<file path="config.mk">
export PLATFORM = sky130hd
export DESIGN_NAME = snake_dir_ctrl
export DESIGN_NICKNAME = d
export VERILOG_FILES = /design/src/rtl/snake_pkg.sv /design/src/rtl/btn_debounce.sv /design/src/rtl/snake_dir_ctrl.sv
export SDC_FILE = /design/constraint.sdc
export NUM_CORES = 1
export LEC_CHECK = 0
export ABC_AREA = 1
export BUFFER_PORTS_ARGS = -buffer_cell sky130_fd_sc_hd__buf_2
export CORE_MARGIN = 1
export CORE_UTILIZATION = 43
export DETAILED_ROUTE_END_ITERATION = 10
export GPL_TIMING_DRIVEN = 0
export SYNTH_ARGS = -nofsm -noshare
export SYNTH_HDL_FRONTEND = slang
export SYNTH_SLANG_ARGS = --single-unit
</file>
<file path="constraint.sdc">
create_clock -name CLK -period 1.7 [get_ports CLK]
set_clock_uncertainty 0.2 [all_clocks]
set_input_delay 0.34 -clock CLK [delete_from_list [all_inputs] [get_ports CLK]]
set_output_delay 0.34 -clock CLK [all_outputs]
set_load 0.05 [all_outputs]
</file>
<file path="src/rtl/snake_pkg.sv">
// Shared direction encoding and turn-legality helper for the snake controller.
package snake_pkg;
  typedef logic [1:0] dir_t;

  localparam dir_t DIR_RIGHT = 2'b00;
  localparam dir_t DIR_DOWN  = 2'b01;
  localparam dir_t DIR_LEFT  = 2'b10;
  localparam dir_t DIR_UP    = 2'b11;

  localparam int BTN_U = 0;
  localparam int BTN_D = 1;
  localparam int BTN_R = 2;
  localparam int BTN_L = 3;
  localparam int BTN_C = 4;
  localparam int NUM_BTNS = 5;

  // Horizontal and vertical directions differ in bit 0.
  function automatic logic is_perp(input dir_t a, input dir_t b);
    return a[0] != b[0];
  endfunction
endpackage

</file>
<file path="src/rtl/btn_debounce.sv">
// Debounces one raw button and emits a one-cycle pulse on each accepted press.
module btn_debounce #(
  parameter int DEBOUNCE_CYCLES = 1_000_000
) (
  input  logic clk_i,
  input  logic rst_ni,
  input  logic raw_i,
  output logic level_o,
  output logic press_o
);
  localparam int CW = $clog2(DEBOUNCE_CYCLES + 1);
  localparam logic [CW-1:0] LAST = CW'(DEBOUNCE_CYCLES - 1);

  logic [CW-1:0] cnt_q;
  logic          level_q;
  logic          press_q;

  // Count consecutive cycles where raw disagrees with level; any agreement restarts.
  always_ff @(posedge clk_i) begin
    if (!rst_ni) begin
      cnt_q   <= '0;
      level_q <= 1'b0;
      press_q <= 1'b0;
    end else begin
      press_q <= 1'b0;
      if (raw_i != level_q) begin
        if (cnt_q == LAST) begin
          level_q <= raw_i;
          cnt_q   <= '0;
          press_q <= raw_i;
        end else begin
          cnt_q <= cnt_q + 1'b1;
        end
      end else begin
        cnt_q <= '0;
      end
    end
  end

  assign level_o = level_q;
  assign press_o = press_q;
endmodule

</file>
<file path="src/rtl/snake_dir_ctrl.sv">
// Snake direction controller: debounced buttons feed a small turn queue drained by GAME_TICK.
module snake_dir_ctrl
  import snake_pkg::*;
#(
  parameter int         DEBOUNCE_CYCLES = 1_000_000,
  parameter int         QUEUE_DEPTH     = 2,
  parameter logic [1:0] INIT_DIR        = 2'b00,
  parameter int         PAUSE_EN        = 1
) (
  input  logic                               CLK,
  input  logic                               RESET,
  input  logic                               BTNU,
  input  logic                               BTND,
  input  logic                               BTNL,
  input  logic                               BTNR,
  input  logic                               BTNC,
  input  logic                               GAME_TICK,
  output logic [1:0]                         DIR,
  output logic                               PAUSED,
  output logic [$clog2(QUEUE_DEPTH+1)-1:0]   QUEUE_LEVEL,
  output logic                               TURN_DROPPED
);
  localparam int PW = $clog2(QUEUE_DEPTH);
  localparam int LW = $clog2(QUEUE_DEPTH + 1);

  logic [NUM_BTNS-1:0] raw, press, lvl_unused;

  assign raw = {BTNC, BTNL, BTNR, BTND, BTNU};

  for (genvar b = 0; b < NUM_BTNS; b++) begin : g_db
    btn_debounce #(.DEBOUNCE_CYCLES(DEBOUNCE_CYCLES)) u_db (
      .clk_i  (CLK),
      .rst_ni (RESET),
      .raw_i  (raw[b]),
      .level_o(lvl_unused[b]),
      .press_o(press[b])
    );
  end

  dir_t          q_q [QUEUE_DEPTH];
  logic [PW-1:0] rd_ptr_q, wr_ptr_q;
  logic [LW-1:0] lvl_q;
  dir_t          dir_q;
  logic          paused_q, drop_q;

  function automatic logic [PW-1:0] ptr_inc(input logic [PW-1:0] p);
    return (p == PW'(QUEUE_DEPTH - 1)) ? '0 : p + 1'b1;
  endfunction

  dir_t          cand, ref_dir;
  logic          cand_vld, accept, pop, push, drop, full;
  logic [PW-1:0] tail_idx;

  always_comb begin
    cand     = DIR_LEFT;
    cand_vld = 1'b0;
    if (!paused_q) begin
      if (press[BTN_U])      begin cand = DIR_UP;    cand_vld = 1'b1; end
      else if (press[BTN_D]) begin cand = DIR_DOWN;  cand_vld = 1'b1; end
      else if (press[BTN_R]) begin cand = DIR_RIGHT; cand_vld = 1'b1; end
      else if (press[BTN_L]) begin cand = DIR_LEFT;  cand_vld = 1'b1; end
    end
  end

  // Legality is judged against the last queued turn, not the applied one.
  assign tail_idx = (wr_ptr_q == '0) ? PW'(QUEUE_DEPTH - 1) : wr_ptr_q - 1'b1;
  assign ref_dir  = (lvl_q != '0) ? q_q[tail_idx] : dir_q;
  assign full     = (lvl_q == LW'(QUEUE_DEPTH));
  assign pop      = GAME_TICK && !paused_q && (lvl_q != '0);
  assign accept   = cand_vld && is_perp(cand, ref_dir);
  assign push     = accept && (!full || pop);
  assign drop     = accept && !push;

  always_ff @(posedge CLK) begin
    if (!RESET) begin
      dir_q    <= INIT_DIR;
      rd_ptr_q <= '0;
      wr_ptr_q <= '0;
      lvl_q    <= '0;
      paused_q <= 1'b0;
      drop_q   <= 1'b0;
      for (int i = 0; i < QUEUE_DEPTH; i++) q_q[i] <= DIR_RIGHT;
    end else begin
      drop_q <= drop;
      if (press[BTN_C] && (PAUSE_EN != 0)) paused_q <= ~paused_q;
      if (pop) begin
        dir_q    <= q_q[rd_ptr_q];
        rd_ptr_q <= ptr_inc(rd_ptr_q);
      end
      if (push) begin
        q_q[wr_ptr_q] <= cand;
        wr_ptr_q      <= ptr_inc(wr_ptr_q);
      end
      if (push && !pop)      lvl_q <= lvl_q + 1'b1;
      else if (pop && !push) lvl_q <= lvl_q - 1'b1;
    end
  end

  assign DIR          = dir_q;
  assign PAUSED       = paused_q;
  assign QUEUE_LEVEL  = lvl_q;
  assign TURN_DROPPED = drop_q;
endmodule

</file>
Word-level counts from Yosys, hierarchy flattened
Memories as Yosys holds them, arrays and structs flattened. A register that Yosys moved wholly into a read port is not among the register bits.
Index checks and enable logic that the tools add are counted.

storage, ports and cells
  memory bits (writable) = 4
  output and inout port bits = 6
  input bits = 8
  latch bits = 0
  word-level logic and storage cells = 103
  register bits = 116
  memory bits (read-only) = 0
  memories kept = 1

operators by class
  mux-type cells = 22
  bitwise logic cells = 7
  order comparisons = 0
  add/subtract/negate cells = 10
  equality and inequality tests = 12
  reduce and logical (&&, ||, !) cells = 31
  div/mod/pow operators = 0
  $mul = 0
  shift-type cells = 0

memory list
  name  depth  width  rd ports  clocked after memory_dff  write ports  RTL line              source
  q_q   2      2      2         1                         2            snake_dir_ctrl.sv:40  dir_t q_q [QUEUE_DEPTH];

operator list
  operator               count
  $add 20x1->20 const B  5
  $eq 20x20->1 const B   5
  $mux 1                 15
  $reduce_and 3->1       5
  $reduce_or 3->1        5
  $mux 2                 7
  $reduce_and 2->1       5
  $logic_and 1x1->1      7
  $not 1->1              7
  $ne 1x1->1             6
  $logic_not 1->1        5
  $reduce_bool 2->1      2
  $add 1x1->1 const B    2
  $add 2x1->2 const B    1
  $eq 2x2->1 const B     1
  $reduce_or 2->1        1
  $sub 2x1->2 const B    1
  $logic_or 1x1->1       1
  $sub 1x1->1 const B    1

Longest topological paths before layout
  depth in word-level cells = 12
  depth in mapped cells = 12
  depth with buffers taken out = 12

Cells and area by module
A second synthesis with hierarchy kept.

second synthesis, totals
  cells, all modules = 918
  area total of the unflattened synthesis = 6,443.7 sq um

by module, submodules not included
  module          area an instance (sq um)  cells each  sequential area each (sq um)  instances
  btn_debounce    1,162.4                   168         440.4                         5
  snake_dir_ctrl  631.9                     78          280.3                         1

Worst setup path before layout
Ideal clock, no wire load.

  path kind = register to register
  start = register lvl_q[0], in the netlist QUEUE_LEVEL[0]
  end = register lvl_q[1], in the netlist QUEUE_LEVEL[1]
  arrival = 1,938 ps
  data required time = 1,378 ps
  cell stages (with the launch flop) = 12
  setup slack = -560 ps
  clock period less this slack = 2,260 ps
  path buffers = 0
  library setup time = 122 ps
  cell sequence = dfxtp_1 inv_1 nand2_1 nand3_1 nand3_1 nand3_1 nor2_1 ha_1 a21oi_1 o21ai_0 o21ai_0 a21oi_1

on the way
  longest elaborated chain between the ends = 8
  elaborated cells between the ends (all ways) = 18
  those cells by class = add/sub: 2; eq/ne: 2; mux: 3; reduce/logical: 11

ends and longest elaborated chain
  item                                RTL line                                    source
  from (decl)                         snake_dir_ctrl.sv:42                        logic [LW-1:0] lvl_q;
  from (signal assigned)              snake_dir_ctrl.sv:94                        if (push && !pop) lvl_q <= lvl_q + 1'b1;
  from (signal assigned)              snake_dir_ctrl.sv:95                        else if (pop && !push) lvl_q <= lvl_q - 1'b1;
  $reduce_bool 2->1                   snake_dir_ctrl.sv:67, snake_dir_ctrl.sv:69
  $mux 1                              snake_dir_ctrl.sv:67                        assign ref_dir = (lvl_q != '0) ? q_q[tail_idx] : dir_q;
  $ne 1x1->1                          snake_pkg.sv:19                             return a[0] != b[0];
  $logic_and 1x1->1                   snake_dir_ctrl.sv:70                        assign accept = cand_vld && is_perp(cand, ref_dir);
  $logic_and 1x1->1 *                 snake_dir_ctrl.sv:71                        assign push = accept && (!full || pop);
  named net push                      snake_dir_ctrl.sv:51                        logic cand_vld, accept, pop, push, drop, full;
  $logic_not 1->1                     snake_dir_ctrl.sv:95
  $logic_and 1x1->1                   snake_dir_ctrl.sv:95
  $reduce_bool 2->1 (no source line)  -

Mark *: on every way through the listed nets, which the timed path passes. The rest lies on a longest branch. The select of a mux whose other input is x is not followed.
A chain may end at the register's enable or synchronous reset.

==> impl_metrics.json <==
{
  "fp-row-count": 43,
  "netlist.top_cell.by_area": "dfxtp_1",
  "library_cells_used_by_synthesis": 36,
  "totalPowerFinal_mw": 7.69,
  "post_synthesis_cell_area_sq_um": 6280,
  "combinationalPowerShare": 0.128,
  "seq_area_frac_synth": 0.395,
  "worst_path_most_repeated_cell": "nand3_2",
  "worst_path_dominant_cell_family": "simple AND/OR/NAND/NOR gates",
  "slew-limit-headroom": 0.680,
  "syn_area_per_cell_sq_um": 7.19,
  "finalSetupTns_ps": -449,
  "syn_nets": 887,
  "holdPathStages": 3,
  "grt_remaining_overflow": 0,
  "final.min_clock_period_ps": 1850,
  "setup_repair_after_global_routing_missed_its_margin": "yes",
  "cellPowerDensity_nw_per_um2": 954,
  "post_place_instance_area_sq_um": 6610,
  "wl_mm": 14.1,
  "timing.hold.worst.class": "in -> reg",
  "synth_enable_flop_cells": 4,
  "core_area_sq_um": 14000,
  "share_clk_of_total_power": 0.476,
  "worstHoldEndpoint": "g_db[1].u_db.level_o",
  "crit_path_start_kind": "flip-flop",
  "post_drt_via_cell_ratio": 4.86,
  "critical_path_class": "reg -> reg",
  "violated_checks": "setup timing",
  "detailroute.via_count": 5559,
  "worst_setup_hold_path_clk_slew_ps": 50,
  "synth.top_cells.by_count": "184 x nand2_1, 135 x nor2_1, 118 x dfxtp_1, 116 x inv_1, 48 x a21oi_1",
  "filler_cell_count": 1296,
  "num_antenna_cells": 0,
  "regToRegSetupSlack_ps": -150,
  "crit_required_ps": 1800,
  "synth.most_common_cell": "nand2_1",
  "routed_wire_per_std_cell_um": 12.3,
  "drv_cap": 0,
  "setup-violations-final": 4,
  "share_seq_of_total_power": 0.396,
  "setup_ws_ps": -153,
  "die-area_sq_um": 15100,
  "initialDrtViolationCount": 276,
  "clock_tree.buffer_depth": 2,
  "design.final.nets": 964,
  "hp-start": "BTND",
  "tritoncts_num_sinks": 122,
  "power.leakage_nw": 2.96,
  "synthArstFlopShare": 0,
  "gpl_wtd_cong": 0.855,
  "cts_inserted_buffers": 17,
  "fmaxAchievable_ghz": 0.540,
  "synthesis.instances": 873,
  "r2r-end": "QUEUE_LEVEL[1]",
  "critical_path_end_type": "flip-flop",
  "worst_reg2reg_path_length_in_cells": 10,
  "finalHoldViolations": 0,
  "hpwl_mm": 9.38,
  "number_of_top_level_pins": 14,
  "worst-path-buf-inv": 0,
  "timing.critical_path.cells": "nand2_1 -> nand3_2 -> nand3_2 -> nand3_4 -> nor2_4 -> ha_4 -> a21oi_4 -> o21ai_2 -> o21ai_1 -> a21oi_1",
  "crit_path_max_incr_delay_ps": 410,
  "floorplan.initialDensity": 0.447,
  "detailedRoute.firstPassIterationCount": 4,
  "slew_viol_final": 0,
  "via_count_of_the_first_global_routing_pass": 5271,
  "peakVddDrop_mv": 0.771,
  "ratio_of_cells_with_drive_above_1_in_the_final_layout": 0.261,
  "synthToLayoutAreaGrowth_pct": 28.3,
  "final_critical_path_share_of_the_clock_period": 1.09,
  "synth_top_cell_area_share": 0.376,
  "clockRootBuffer": "clkbuf_16",
  "route.antenna.remaining_nets": 0,
  "die_h_um": 123,
  "fp.dieW_um": 123,
  "outcome": "finished with violations",
  "clkLatencyLatePin_ps": 420,
  "io_port_bufs": 13,
  "synth.top_cells.by_area": "dfxtp_1 38%, nand2_1 11%, nor2_1 8.1%, inv_1 6.9%, a21oi_1 3.8%",
  "drc_errors": 0,
  "tightest_slew_ps": 481,
  "cp_slowest_cell": "edfxtp_1",
  "synth.yosys.warnings": 0,
  "internal-power_mw": 5.82,
  "critical_path.max_fanout": 3,
  "cp_data_arrival_time_ps": 1950,
  "grt_start_max_net_pins": 17,
  "track_usage": 0.202,
  "post-place-ws_ps": -250,
  "power_switching_mw": 1.87,
  "fin_area_sq_um": 8060,
  "synth.ff_latch_count": 122,
  "cts-htree-levels": 4,
  "power.share.switching": 0.243,
  "yosys_most_used_dff": "dfxtp_1",
  "first_pass_grt_wire_length_mm": 23.7,
  "crit-reg2reg-launch": "q_q[0][0]",
  "tritoncts": "built",
  "antenna_found_initial": 0
}
==> sequential cells by signal, summed over array words and instances (netlist names) <==
| name | count |
|---|---|
| g_db.u_db.level_o | 5 |
| PAUSED | 1 |
| QUEUE_LEVEL | 2 |
| g_db.u_db.cnt_q | 100 |
| wr_ptr_q | 1 |
| rd_ptr_q | 1 |
| DIR | 2 |
| g_db.u_db.press_o | 5 |
| TURN_DROPPED | 1 |
| q_q | 4 |
==> what timing repair did <==
| action | in CTS | in global routing |
|---|---|---|
| endpoints found under the hold margin | 3 | 0 |
| gates cloned | 4 | 1 |
| hold buffers | 3 | 0 |
| setup buffers | 26 | 11 |
| gates resized for setup | 54 | 79 |
| endpoints found under the setup margin | 100 | 110 |
| pin swaps | 23 | 36 |
==> logic make-up after synthesis <==
| group | after synthesis | share of synthesized area |
|---|---|---|
| buffers and inverters | 129 | 0.0876 |
| flip-flops | 122 | 0.395 |
| adder cells (fa/ha/maj) | 6 | 0.0120 |
| AO/OA/AOI/OAI | 78 | 0.0685 |
| XOR/XNOR | 35 | 0.0488 |
| AND/OR/NAND/NOR | 503 | 0.388 |
==> per-stage QoR <==
step	util	hold slack [ps]	std cells
after floorplan	-	218	873
after global placement	0.470	231	1066
after detailed placement	0.470	237	1066
after CTS	0.548	1.30	1131
after global routing	0.574	13.9	1143
final	0.574	19.5	1143
==> power groups by stage <==
stage               clock network (mW)  registers [mW]  logic (mW)
floorplan                            0            3.17       0.398
global placement                     0            3.09       0.614
detailed placement                   0            3.09       0.624
CTS                               3.72            3.04       0.866
global route                      3.85            3.06        1.09
finish                            3.66            3.04       0.987
==> worst min-delay path, stage by stage <==
cell and delay, ps:
buf_2 120, nand3_1 70, a21oi_1 60
==> per-layer routing <==
layer	GRT usage	up-vias	routed length [um]	share of wire
met5	0	-	0	0
met4	0.0800	0	225	0.016
met3	0.0474	15	356	0.025
met2	0.325	51	6550	0.46
met1	0.259	2524	6980	0.49
li1	-	2969	-	-
==> placed cells by master, fill, tap and decap left out, drive strengths merged, types with 5 or more instances in the layout <==
master	synthesis	layout
clkbuf	2	28
nand2	195	195
nor3	40	40
xnor2	8	8
buf	8	62
a21oi	57	57
or2	5	5
dfxtp	118	118
xor2	27	27
nand4	35	35
inv	119	119
nand3b	10	10
nor3b	6	6
nor2	159	159
nand3	49	49
ha	6	6
o21ai	18	18
==> worst max path at each step <==
stage                            end  cells after the start                   from
2_1_floorplan         QUEUE_LEVEL[1]                     12         QUEUE_LEVEL[0]
3_3_place_gp   g_db[1].u_db.cnt_q[2]                      9  g_db[1].u_db.cnt_q[0]
3_5_place_dp          QUEUE_LEVEL[1]                      9                 PAUSED
4_1_cts               QUEUE_LEVEL[1]                     10              q_q[0][0]
5_1_grt               QUEUE_LEVEL[1]                     10              q_q[0][0]
6_report              QUEUE_LEVEL[1]                     10              q_q[0][0]
==> cell type report <==
cell class	count	area (sq um)	share of cell area
Clock inverter	7	113	0.0140
Sequential cell	122	2530	0.314
Buffer	10	119	0.0147
Clock buffer	25	487	0.0604
Inverter	119	454	0.0563
Multi-Input combinational cell	622	3640	0.452
Timing Repair Buffer	58	489	0.0607
Tap cell	180	225	0.0279
Note: power is estimated with default switching activity, not from simulation.
